File: config.mk
export PLATFORM = sky130hd
export DESIGN_NAME = not_32
export DESIGN_NICKNAME = d
export VERILOG_FILES = /design/src/rtl/not_32.sv
export SDC_FILE = /design/constraint.sdc
export NUM_CORES = 1
export LEC_CHECK = 0
export ABC_AREA = 0
export BUFFER_PORTS_ARGS = -buffer_cell sky130_fd_sc_hd__buf_2
export CORE_ASPECT_RATIO = 0.6
export CORE_UTILIZATION = 39
export CTS_CLUSTER_DIAMETER = 30
export DETAILED_ROUTE_END_ITERATION = 6
export GPL_TIMING_DRIVEN = 0
export PLACE_DENSITY = 0.86
export SETUP_SLACK_MARGIN = 0.5
export SLEW_MARGIN = 20
export SYNTH_ARGS = -nofsm -noshare
export SYNTH_HDL_FRONTEND = slang
export SYNTH_HIERARCHICAL = 1
export SYNTH_SLANG_ARGS = --single-unit
File: constraint.sdc
create_clock -name clock -period 0.9 [get_ports clock]
set_input_delay 0.045 -clock clock [delete_from_list [all_inputs] [get_ports clock]]
set_output_delay 0.045 -clock clock [all_outputs]
set_load 0.02 [all_outputs]
File: src/rtl/not_32.sv
// 32-bit bitwise inverter: combinational ~in plus a registered copy with a valid flag.
// The datapath is split into VEC_W-bit lanes; WIDTH must be a multiple of VEC_W.

module not_32_lane #(
    parameter int VEC_W = 8
) (
    input  logic             clock,
    input  logic             reset,
    input  logic             en,
    input  logic [VEC_W-1:0] lane_i,
    output logic [VEC_W-1:0] lane_o,
    output logic [VEC_W-1:0] lane_q_o
);
    logic [VEC_W-1:0] data_q, data_d;

    // Plain complement so X/Z on an input bit shows up as X on that output bit.
    assign lane_o = ~lane_i;

    always_comb begin
        data_d = data_q;
        if (en) data_d = lane_o;
    end

    always_ff @(posedge clock or posedge reset) begin
        if (reset) data_q <= '0;
        else       data_q <= data_d;
    end

    assign lane_q_o = data_q;
endmodule

module not_32 #(
    parameter int WIDTH = 32,
    parameter int VEC_W = 8
) (
    input  logic             clock,
    input  logic             reset,
    input  logic [WIDTH-1:0] in,
    input  logic             en,
    output logic [WIDTH-1:0] out,
    output logic [WIDTH-1:0] out_q,
    output logic             out_valid
);
    localparam int NUM_LANES = WIDTH / VEC_W;

    logic [NUM_LANES-1:0][VEC_W-1:0] in_lanes, out_lanes, outq_lanes;
    logic valid_q, valid_d;

    assign in_lanes = in;

    for (genvar g = 0; g < NUM_LANES; g++) begin : g_lane
        not_32_lane #(.VEC_W(VEC_W)) u_lane (
            .clock    (clock),
            .reset    (reset),
            .en       (en),
            .lane_i   (in_lanes[g]),
            .lane_o   (out_lanes[g]),
            .lane_q_o (outq_lanes[g])
        );
    end

    // Valid is sticky once anything has been captured since reset.
    always_comb begin
        valid_d = valid_q | en;
    end

    always_ff @(posedge clock or posedge reset) begin
        if (reset) valid_q <= 1'b0;
        else       valid_q <= valid_d;
    end

    assign out       = out_lanes;
    assign out_q     = outq_lanes;
    assign out_valid = valid_q;
endmodule

==> results of run 1 <==
## cell type report
class | instances | area (um2)
repair buffers | 106 | 895
fillers | 187 | 478
clock buffers | 5 | 68.8
well taps | 42 | 52.6
multi-input cells | 53 | 428
plain buffers | 4 | 45.0
flip-flops and latches | 33 | 866
clock inverters | 3 | 65.1
inverters | 37 | 143
## through the flow
stage	power, mW	cell area [um2]	setup TNS (ns)	util (%)	std cells
2_1_floorplan	2.22	1370	0	-	127
3_3_place_gp	2.54	1910	-0.231	63.0	268
3_5_place_dp	2.56	1910	-0.244	63.0	268
4_1_cts	4.43	2330	0	76.7	281
5_1_grt	4.80	2560	-0.127	84.3	283
6_report	4.60	2560	0	84.3	283
## path summary, 6_finish.rpt
check	startpoint	end	slack, ns
setup / recovery	g_lane[2].u_lane/lane_q_o[4]	out_q[20]	0.02
hold / removal	in[17]	g_lane[2].u_lane/lane_q_o[1]	-0.06
setup reg to reg	g_lane[1].u_lane/lane_q_o[6]	g_lane[1].u_lane/lane_q_o[6]	0.10
hold reg to reg	out_valid	out_valid	0.51
max in group asynchronous	reset	g_lane[3].u_lane/lane_q_o[1]	0.25
min in group asynchronous	reset	out_valid	0.26
## logic make-up after synthesis
group | count (synthesis)
AOI/OAI and AO/OA | 20
and+or+nand+nor | 21
muxes | 12
DFF | 33
buffers and inverters | 41
## power groups by stage
stage	clock, mW	combinational [mW]	sequential, mW
after floorplan	0	0.305	1.91
after global placement	0	0.814	1.73
after detailed placement	0	0.828	1.73
after CTS	1.65	1.04	1.74
after global routing	1.75	1.28	1.77
final	1.63	1.21	1.76
## cells in the mapped netlist
library cell,number
dfrtp_1,33
buf_6,4
mux2_2,12
nor2_1,20
a21oi_1,20
or2_1,1
inv_1,37
## state kept, by name (all words and copies together) (netlist names)
register / flops
g_lane.u_lane/lane_q_o: 32
out_valid: 1
## per-layer routing
metal | track usage [%] | vias to the layer above
met5 | 0 | -
met4 | 9.06 | 0
met3 | 6.41 | 6
met2 | 34.5 | 67
met1 | 23.8 | 615
li1 | - | 604
## repair_timing
action	CTS	global route
hold buffers	1	1
endpoints found under the hold margin	53	53
gates cloned	0	0
pin swaps	2	4
endpoints found under the setup margin	71	126
buffers inserted	4	2
gates resized for setup	79	74
==> results.md, run 1 <==
- Status: complete, but fails checks
- Failing checks: hold timing
- Hold path cells: 2
- Post-Synth Simple-Gate Area: under 10%
- Comb pwr share: 26.4%
- Largest family of logic cells by synthesized area: buffers and inverters
- Crit share post-route: a little over nine tenths
- H-tree depth: 2
- Worst-path cell chain: buf_6
- Initial antenna violation count: 0
- First-pass GRT wire length: 5160 um
- Power Dens Cells: between 1500 and 2000 nW/um2
- Final Hold Vio Count: 20
- Drt wl/cell: between 15 and 20 um
- Clk_skew: 0 ns
- CTS max path bufs: 2
- GP Congestion: ~0.65
- Most frequent cells in the layout: 53 x buf_6, 35 x buf_2, 32 x dfrtp_2
- XOR/XNOR share of the synthesized area: 0%
- Die height: between 40 and 50 um
- Arrival time of the worst setup path: ~0.84 ns
- Cell count after synthesis: ~130
- M1 wire length: ~1700 um
- CP max stage cell: dfrtp_2
- Adder-Cell Fraction of Synth Area: 0%
- Final net count: between 200 and 300
- Critical path depth: 1
- Initial Util: a little over two fifths
- Final worst slack: ~0.015 ns
- Drt drc: 0
- N_diodes: 0
- Gr usage total: between 10% and 20%
- Cell family contributing the most delay on the critical path: flip-flops
- Via density: about 4.6
- Synth warn: 6
- Dpl hpwl: ~2400 um
- Pin count of the biggest net entering global routing: 18
- Worst EP required: between 0.8 and 0.9 ns
- Most common cell after layout, fill and taps aside: buf_6
- Max cap viols: 0
- # IOs: 100
- DR vias: around 1300
- Row cnt: 15
- Synth Register Bits: 33
- Root Driver: clkbuf_8
- Top layer reached by signal wires: met4
- Total Die Area: roughly 3600 um2
- Leading post-synthesis cells by cell area: dfrtp_1 62%, inv_1 10%, mux2_2 10%
- Sw frac: 27.1%
- Met2 WL: approximately 2300 um
- Buf/Inv on CP: 1
- Layout cell share with drive strength beyond 1: 77.2%
- First-pass iteration count of the detailed router: 4
- Routed wl met3: around 260 um
- Hold Path Class: in2reg
- Clock transition at path regs: approximately 0.07 ns
- Synth-to-layout area growth: 93.2%
- Avg Cell Area, Syn: 10.4 um2
- Highest cell delay on the worst timing path: roughly 0.42 ns
- R2R cell count: 1
- Yosys top cell area share: 62.3%
- Setup violators final: 0
- Cts bufs inserted: 5
- Synth Area in Compound Gates: 7.55%
- Die X: between 70 and 80 um
- Port bufs: just under 100
- Detailed Route WL: approximately 4300 um
- Clk Latency, worst-skew pair: 0.28 ns
- Synth area leader: dfrtp_1
- Final Max Tran Viols: 0
- Peak VDD IR: between 1.5 and 2 mV
- Clock share of power: 35.4%
- Post-synth cell types: 7
- DRT iter0 DRCs: 52
- Core area: 3040 um2
- Post-synthesis instance area: about 1300 um2
- Leakage: between 1 and 1.5 nW
- Fmax: ~1100 MHz
- Worst Tran Pin Value: ~0.33 ns
- RSZ-0062 raised after global routing: yes
- Crit Path Category: reg2out
- Setup crit start kind: flip-flop
- Vias in the first global route: roughly 1100
- Worst slack, placed: -0.0265 ns
- Seq/Total Area, Yosys: roughly 62%
- CTS tree: yes
- Switching Power: 1.25 mW
- Antenna Nets Post-Route: 0
- Multiplexer share of the synthesized area: a little over 10%
- Critical path endpoint category: output pin
- Slew HR: about 78%
- Syn_nets: about 160
- P_int: between 3 and 4 mW
- Hold_ws: -0.0596 ns
- Critical Path Fanout Max: 2
- GRT overflow: 0
- Seq pwr share: between 30% and 40%
- Clock sink count: 33
- Fin crit period: roughly 0.88 ns
(Power assumes the default switching activity.)
==> inputs of run 2 (changes only) <==
--- a/config.mk
+++ b/config.mk
@@ -6,13 +6,13 @@
 export NUM_CORES = 1
 export LEC_CHECK = 0
 export ABC_AREA = 0
-export BUFFER_PORTS_ARGS = -buffer_cell sky130_fd_sc_hd__buf_2
 export CORE_ASPECT_RATIO = 0.6
-export CORE_UTILIZATION = 39
+export CORE_UTILIZATION = 60
 export CTS_CLUSTER_DIAMETER = 30
 export DETAILED_ROUTE_END_ITERATION = 6
+export DONT_BUFFER_PORTS = 1
 export GPL_TIMING_DRIVEN = 0
-export PLACE_DENSITY = 0.86
+export PLACE_DENSITY = 0.84
 export SETUP_SLACK_MARGIN = 0.5
 export SLEW_MARGIN = 20
 export SYNTH_ARGS = -nofsm -noshare
==> constraint.sdc (replaced) <==
create_clock -name clock -period 0.9 [get_ports clock]
set_input_delay 0.18 -clock clock [delete_from_list [all_inputs] [get_ports clock]]
set_output_delay 0.18 -clock clock [all_outputs]
set_load 0.02 [all_outputs]
==> results.md, run 2 (same netlist as run 1, synthesis figures left out) <==
- Hold_sp: in[29]
- H-tree depth: 2
- Leakage: 0.577 nW
- Max cap viols: 0
- Initial Util: between 60% and 70%
- Cell area after layout: 1670 um2
- Arrival time of the worst setup path: around 0.74 ns
- Clk Latency, worst-skew pair: 0.27 ns
- Failing checks: hold timing, setup timing
- Total Die Area: approximately 2400 um2
- Fmax: between 1000 and 1500 MHz
- Clock share of power: 32.2%
- Clock sink count: 33
- Slew HR: between 70% and 80%
- Clock transition at path regs: approximately 0.07 ns
- Fin crit period: around 0.92 ns
- Layout cell share with drive strength beyond 1: 76.5%
- Antenna Nets Post-Route: 0
- Row cnt: 12
- # IOs: 100
- Die height: roughly 38 um
- Final Hold Vio Count: 21
- CTS tree: yes
- Hold path cells: 1
- Crit share post-route: 102%
- GP Congestion: 0.657
- GRT overflow: 0
- N_diodes: 0
- Peak VDD IR: between 1.5 and 2 mV
- Final Max Tran Viols: 0
- P_int: 2.43 mW
- Gr usage total: 24.1%
- Pin count of the biggest net entering global routing: 18
- Die X: between 60 and 70 um
- Final non-filler cell total: around 160
- Post-DP Area: 1520 um2
- Status: complete, but fails checks
- DR vias: 865
- Placed cells: approximately 160
- Vias in the first global route: 846
- Seq pwr share: between 50% and 60%
- First-pass GRT wire length: 3970 um
- Switching Power: around 1.0 mW
- Power Dens Cells: 2050 nW/um2
- CTS max path bufs: 2
- RSZ-0062 raised after global routing: yes
- Clk_skew: 0 ns
- Core area: 1970 um2
- Drt drc: 0
- Worst r2r src: g_lane[0].u_lane/lane_q_o[6]
- R2R cell count: 1
- Via density: ~5.3
- Cts bufs inserted: 5
- Port bufs: 0
- Drt wl/cell: about 16 um
- DRT iter0 DRCs: 16
- Most common cell after layout, fill and taps aside: dfrtp_2
- Root Driver: clkbuf_8
- Sw frac: 29.2%
- Dpl hpwl: ~2000 um
- Critical path endpoint category: output pin
- Crit Reg-Reg Endpoint: g_lane[0].u_lane/lane_q_o[6]
- R2r setup slk: about 0.040 ns
- Final worst slack: -0.0165 ns
- Critical Path Fanout Max: 2
- Most frequent cells in the layout: 33 x dfrtp_2, 32 x clkinvlp_4, 15 x a21oi_1
- Setup violators final: 31
- First-pass iteration count of the detailed router: 2
- Hold Path End: g_lane[3].u_lane/lane_q_o[5]
- Worst Tran Pin Value: approximately 0.31 ns
- Final net count: between 150 and 200
- Detailed Route WL: 2670 um
- Hold_ws: -0.0281 ns
- Hold Path Class: in2reg
- Initial antenna violation count: 0
- Crit Path Category: reg2out
- Number of fill cells: 100
- # hold bufs at CTS: 1
- Number of flip-flops in the largest register: 32
- Worst EP required: between 0.7 and 0.8 ns
- Setup crit start kind: flip-flop
- Synth-to-layout area growth: 26.2%
- Comb pwr share: between 10% and 20%
[run 2: changes by cell type in the layout (fill, tap and decap cells not counted), moves of 8 or more]
cell / before / now
buf_6: 53 / 4
buf_2: 35 / 0
buf_4: 20 / 0
mux2_4: 10 / 2
inv_1: 28 / 1
mux2_2: 2 / 10
clkinvlp_4: 1 / 32
[run 2: per-layer routing]
| metal | up-vias | wire [um] | GRT usage, % |
|---|---|---|---|
| met5 | - | 0 | 0 |
| met4 | 0 | 12 | 10.5 |
| met3 | 2 | 260 | 11.3 |
| met2 | 57 | 1400 | 42.9 |
| met1 | 413 | 1000 | 25.4 |
| li1 | 393 | - | - |
[run 2: layout make-up]
class                   count  area (um2)  share of cell area (%)
plain buffers               4        45.0                    2.69
clock buffers               8        90.1                    5.38
inverters                  37         262                    15.6
multi-input cells          53         363                    21.7
flip-flops and latches     33         867                    51.8
well taps                  28        35.0                    2.09
repair buffers              1        12.5                   0.747
[run 2: worst max path at each step]
| stage | startpoint | to | slack [ns] | depth (start not counted) |
|---|---|---|---|---|
| after floorplan | g_lane[0].u_lane/lane_q_o[0] | g_lane[0].u_lane/lane_q_o[0] | 0.09 | 1 |
| after global placement | g_lane[3].u_lane/lane_q_o[0] | g_lane[3].u_lane/lane_q_o[0] | 0.07 | 1 |
| after detailed placement | g_lane[2].u_lane/lane_q_o[0] | g_lane[2].u_lane/lane_q_o[0] | 0.06 | 1 |
| after CTS | g_lane[0].u_lane/lane_q_o[5] | out_q[5] | -0.02 | 0 |
| after global routing | g_lane[0].u_lane/lane_q_o[5] | out_q[5] | -0.04 | 0 |
| final | g_lane[0].u_lane/lane_q_o[5] | out_q[5] | -0.02 | 0 |
[run 2: power groups by stage]
stage / Sequential (mW) / Combinational [mW] / Clock (mW)
final: 1.92 / 0.401 / 1.10
after global routing: 1.93 / 0.435 / 1.21
after CTS: 1.91 / 0.378 / 1.14
after detailed placement: 1.94 / 0.372 / 0
after global placement: 1.93 / 0.354 / 0
after floorplan: 1.91 / 0.329 / 0
[run 2: repair_timing]
action | 4_1_cts | 5_1_grt
endpoints found under the setup margin | 98 | 130
hold endpoints to repair | 53 | 20
setup buffers | 0 | 0
resized for setup | 1 | 21
gates cloned | 0 | 0
pin swaps | 1 | 0
[run 2: per-stage QoR]
step / worst slack (ns) / util [%] / power, mW / TNS [ns]
after floorplan: 0.0868 / - / 2.24 / 0
after global placement: 0.0734 / 77.4 / 2.29 / 0
after detailed placement: 0.0563 / 77.4 / 2.31 / 0
after CTS: -0.0247 / 82.5 / 3.43 / -0.522
after global routing: -0.0432 / 85.1 / 3.58 / -1.14
final: -0.0165 / 85.1 / 3.43 / -0.270
==> inputs of run 3 (changes only) <==
--- a/config.mk
+++ b/config.mk
@@ -7,12 +7,13 @@
 export LEC_CHECK = 0
 export ABC_AREA = 0
 export CORE_ASPECT_RATIO = 0.6
-export CORE_UTILIZATION = 60
+export CORE_MARGIN = 10
+export CORE_UTILIZATION = 45
 export CTS_CLUSTER_DIAMETER = 30
 export DETAILED_ROUTE_END_ITERATION = 6
 export DONT_BUFFER_PORTS = 1
 export GPL_TIMING_DRIVEN = 0
-export PLACE_DENSITY = 0.84
+export PLACE_DENSITY = 0.68
 export SETUP_SLACK_MARGIN = 0.5
 export SLEW_MARGIN = 20
 export SYNTH_ARGS = -nofsm -noshare
==> constraint.sdc (replaced) <==
create_clock -name clock -period 0.9 [get_ports clock]
set_input_delay 0.135 -clock clock [delete_from_list [all_inputs] [get_ports clock]]
set_output_delay 0.135 -clock clock [all_outputs]
set_load 0.02 [all_outputs]
==> results.md, run 3 (same netlist as run 1, synthesis figures left out) <==
- Final Core Density: between 50% and 60%
- Core area: 2850 um2
- Leakage: approximately 0.58 nW
- Initial Util: 46.5%
- Pin count of the biggest net entering global routing: 18
- Setup violators final: 0
- Via density: 5.01
- GP Congestion: 0.629
- First-pass iteration count of the detailed router: 4
- Drt drc: 0
- Die X: ~90 um
- Worst Tran Pin Value: 0.317 ns
- Root Driver: clkbuf_8
- Worst EP required: roughly 0.76 ns
- N_diodes: 0
- Crit Path Category: reg2out
- Tot Pwr: approximately 3.4 mW
- Hold_ws: -0.0595 ns
- Total Die Area: around 5600 um2
- Drt wl/cell: 20.5 um
- Failing checks: hold timing
- Setup crit start kind: flip-flop
- Power Dens Cells: a little over 2000 nW/um2
- First-pass GRT wire length: around 5500 um
- Dpl hpwl: between 2000 and 3000 um
- Clock sink count: 33
- Antenna Nets Post-Route: 0
- CTS max path bufs: 2
- Number of flip-flops in the largest register: 32
- Most common cell after layout, fill and taps aside: dfrtp_2
- Final Hold Vio Count: 30
- RSZ-0062 raised after global routing: yes
- Detailed Route WL: 3620 um
- Fmax: 1150 MHz
- Fin crit period: 0.869 ns
- Row cnt: 15
- Slew HR: 78.8%
- H-tree depth: 2
- Final net count: between 150 and 200
- Peak VDD IR: roughly 1.1 mV
- Final Max Tran Viols: 0
- Clock share of power: around a third
- Sum Neg Setup Slack: 0 ns
- Clk Latency, worst-skew pair: about 0.27 ns
- # hold bufs at CTS: 1
- Comb pwr share: 11.8%
- Initial antenna violation count: 0
- Arrival time of the worst setup path: around 0.73 ns
- Vias in the first global route: 1027
- Critical Path Fanout Max: 2
- GRT overflow: 0
- Most frequent cells in the layout: 33 x dfrtp_2, 32 x clkinvlp_4, 20 x a21oi_1
- Sw frac: slightly below 30%
- Hold Path Class: in2async
- Port bufs: 0
- Clock transition at path regs: roughly 0.060 ns
- DR vias: roughly 900
- Cts bufs inserted: 5
- R2r setup slk: around 0.040 ns
- DRT iter0 DRCs: 33
- Switching Power: 0.989 mW
- Status: complete, but fails checks
- Seq pwr share: between 50% and 60%
- Clk_skew: 0 ns
- # IOs: 100
- Postcts setup bufs: 0
- Synth-to-layout area growth: 26.5%
- CTS tree: yes
- R2R cell count: 1
- Critical path endpoint category: output pin
- Die height: 62.1 um
- P_int: about 2.4 mW
- Crit share post-route: 96.5%
- Crit Reg-Reg Endpoint: g_lane[2].u_lane/lane_q_o[6]
- Max cap viols: 0
- Worst r2r src: g_lane[2].u_lane/lane_q_o[6]
- Gr usage total: 12.7%
- Layout cell share with drive strength beyond 1: slightly above 70%
==> run 3: cell count changes in the layout (fill, tap and decap cells not counted), sizes merged <==
cell	previous run	this run
clkbuf	8	7
==> run 3: worst max path at each step <==
stage,startpoint,to,slack (ns),cells past startpoint
after floorplan,g_lane[0].u_lane/lane_q_o[0],g_lane[0].u_lane/lane_q_o[0],0.09,1
after global routing,g_lane[3].u_lane/lane_q_o[1],out_q[25],0.004,0
after CTS,g_lane[1].u_lane/lane_q_o[5],out_q[13],0.02,0
after global placement,g_lane[3].u_lane/lane_q_o[6],g_lane[3].u_lane/lane_q_o[6],0.07,1
after detailed placement,g_lane[2].u_lane/lane_q_o[6],g_lane[2].u_lane/lane_q_o[6],0.05,1
final,g_lane[1].u_lane/lane_q_o[1],out_q[9],0.03,0
==> run 3: per-layer routing <==
metal | vias to the layer above | wire [um] | track usage [%]
met2 | 55 | 2000 | 23.8
met3 | 0 | 520 | 8.63
met1 | 438 | 1110 | 10.9
met5 | - | 0 | 0
met4 | 0 | 0 | 4.73
li1 | 393 | - | -
==> run 3: final cells by class <==
cell class              instances  area, um2
plain buffers                   4       45.0
clock buffers                   7       86.3
fillers                       241       1170
inverters                      37        262
multi-input cells              53        353
flip-flops and latches         33        867
well taps                      42       52.6
repair buffers                  1       12.5
==> run 3: what timing repair did <==
| item | in CTS | in global routing |
|---|---|---|
| gates resized for setup | 23 | 14 |
| endpoints found under the hold margin | 54 | 30 |
| setup endpoints to repair | 86 | 103 |
| pin swaps | 1 | 1 |
| gates cloned | 0 | 0 |
==> run 3: power groups by stage <==
stage	clock network, mW	registers (mW)	logic, mW
final	1.07	1.93	0.401
after global routing	1.20	1.95	0.442
after CTS	1.11	1.93	0.389
after detailed placement	0	1.95	0.365
after global placement	0	1.95	0.348
after floorplan	0	1.91	0.314
==> run 3: metrics by stage <==
| stage | setup slack (ns) | instance area (um2) | std cells | hold WS, ns |
|---|---|---|---|---|
| 6_report | 0.0312 | 1680 | 177 | -0.0595 |
| 3_3_place_gp | 0.0667 | 1460 | 169 | -0.134 |
| 2_1_floorplan | 0.0868 | 1410 | 127 | -0.136 |
| 3_5_place_dp | 0.0469 | 1460 | 169 | -0.133 |
| 5_1_grt | 0.00358 | 1680 | 177 | -0.0747 |
| 4_1_cts | 0.0209 | 1640 | 177 | -0.0697 |
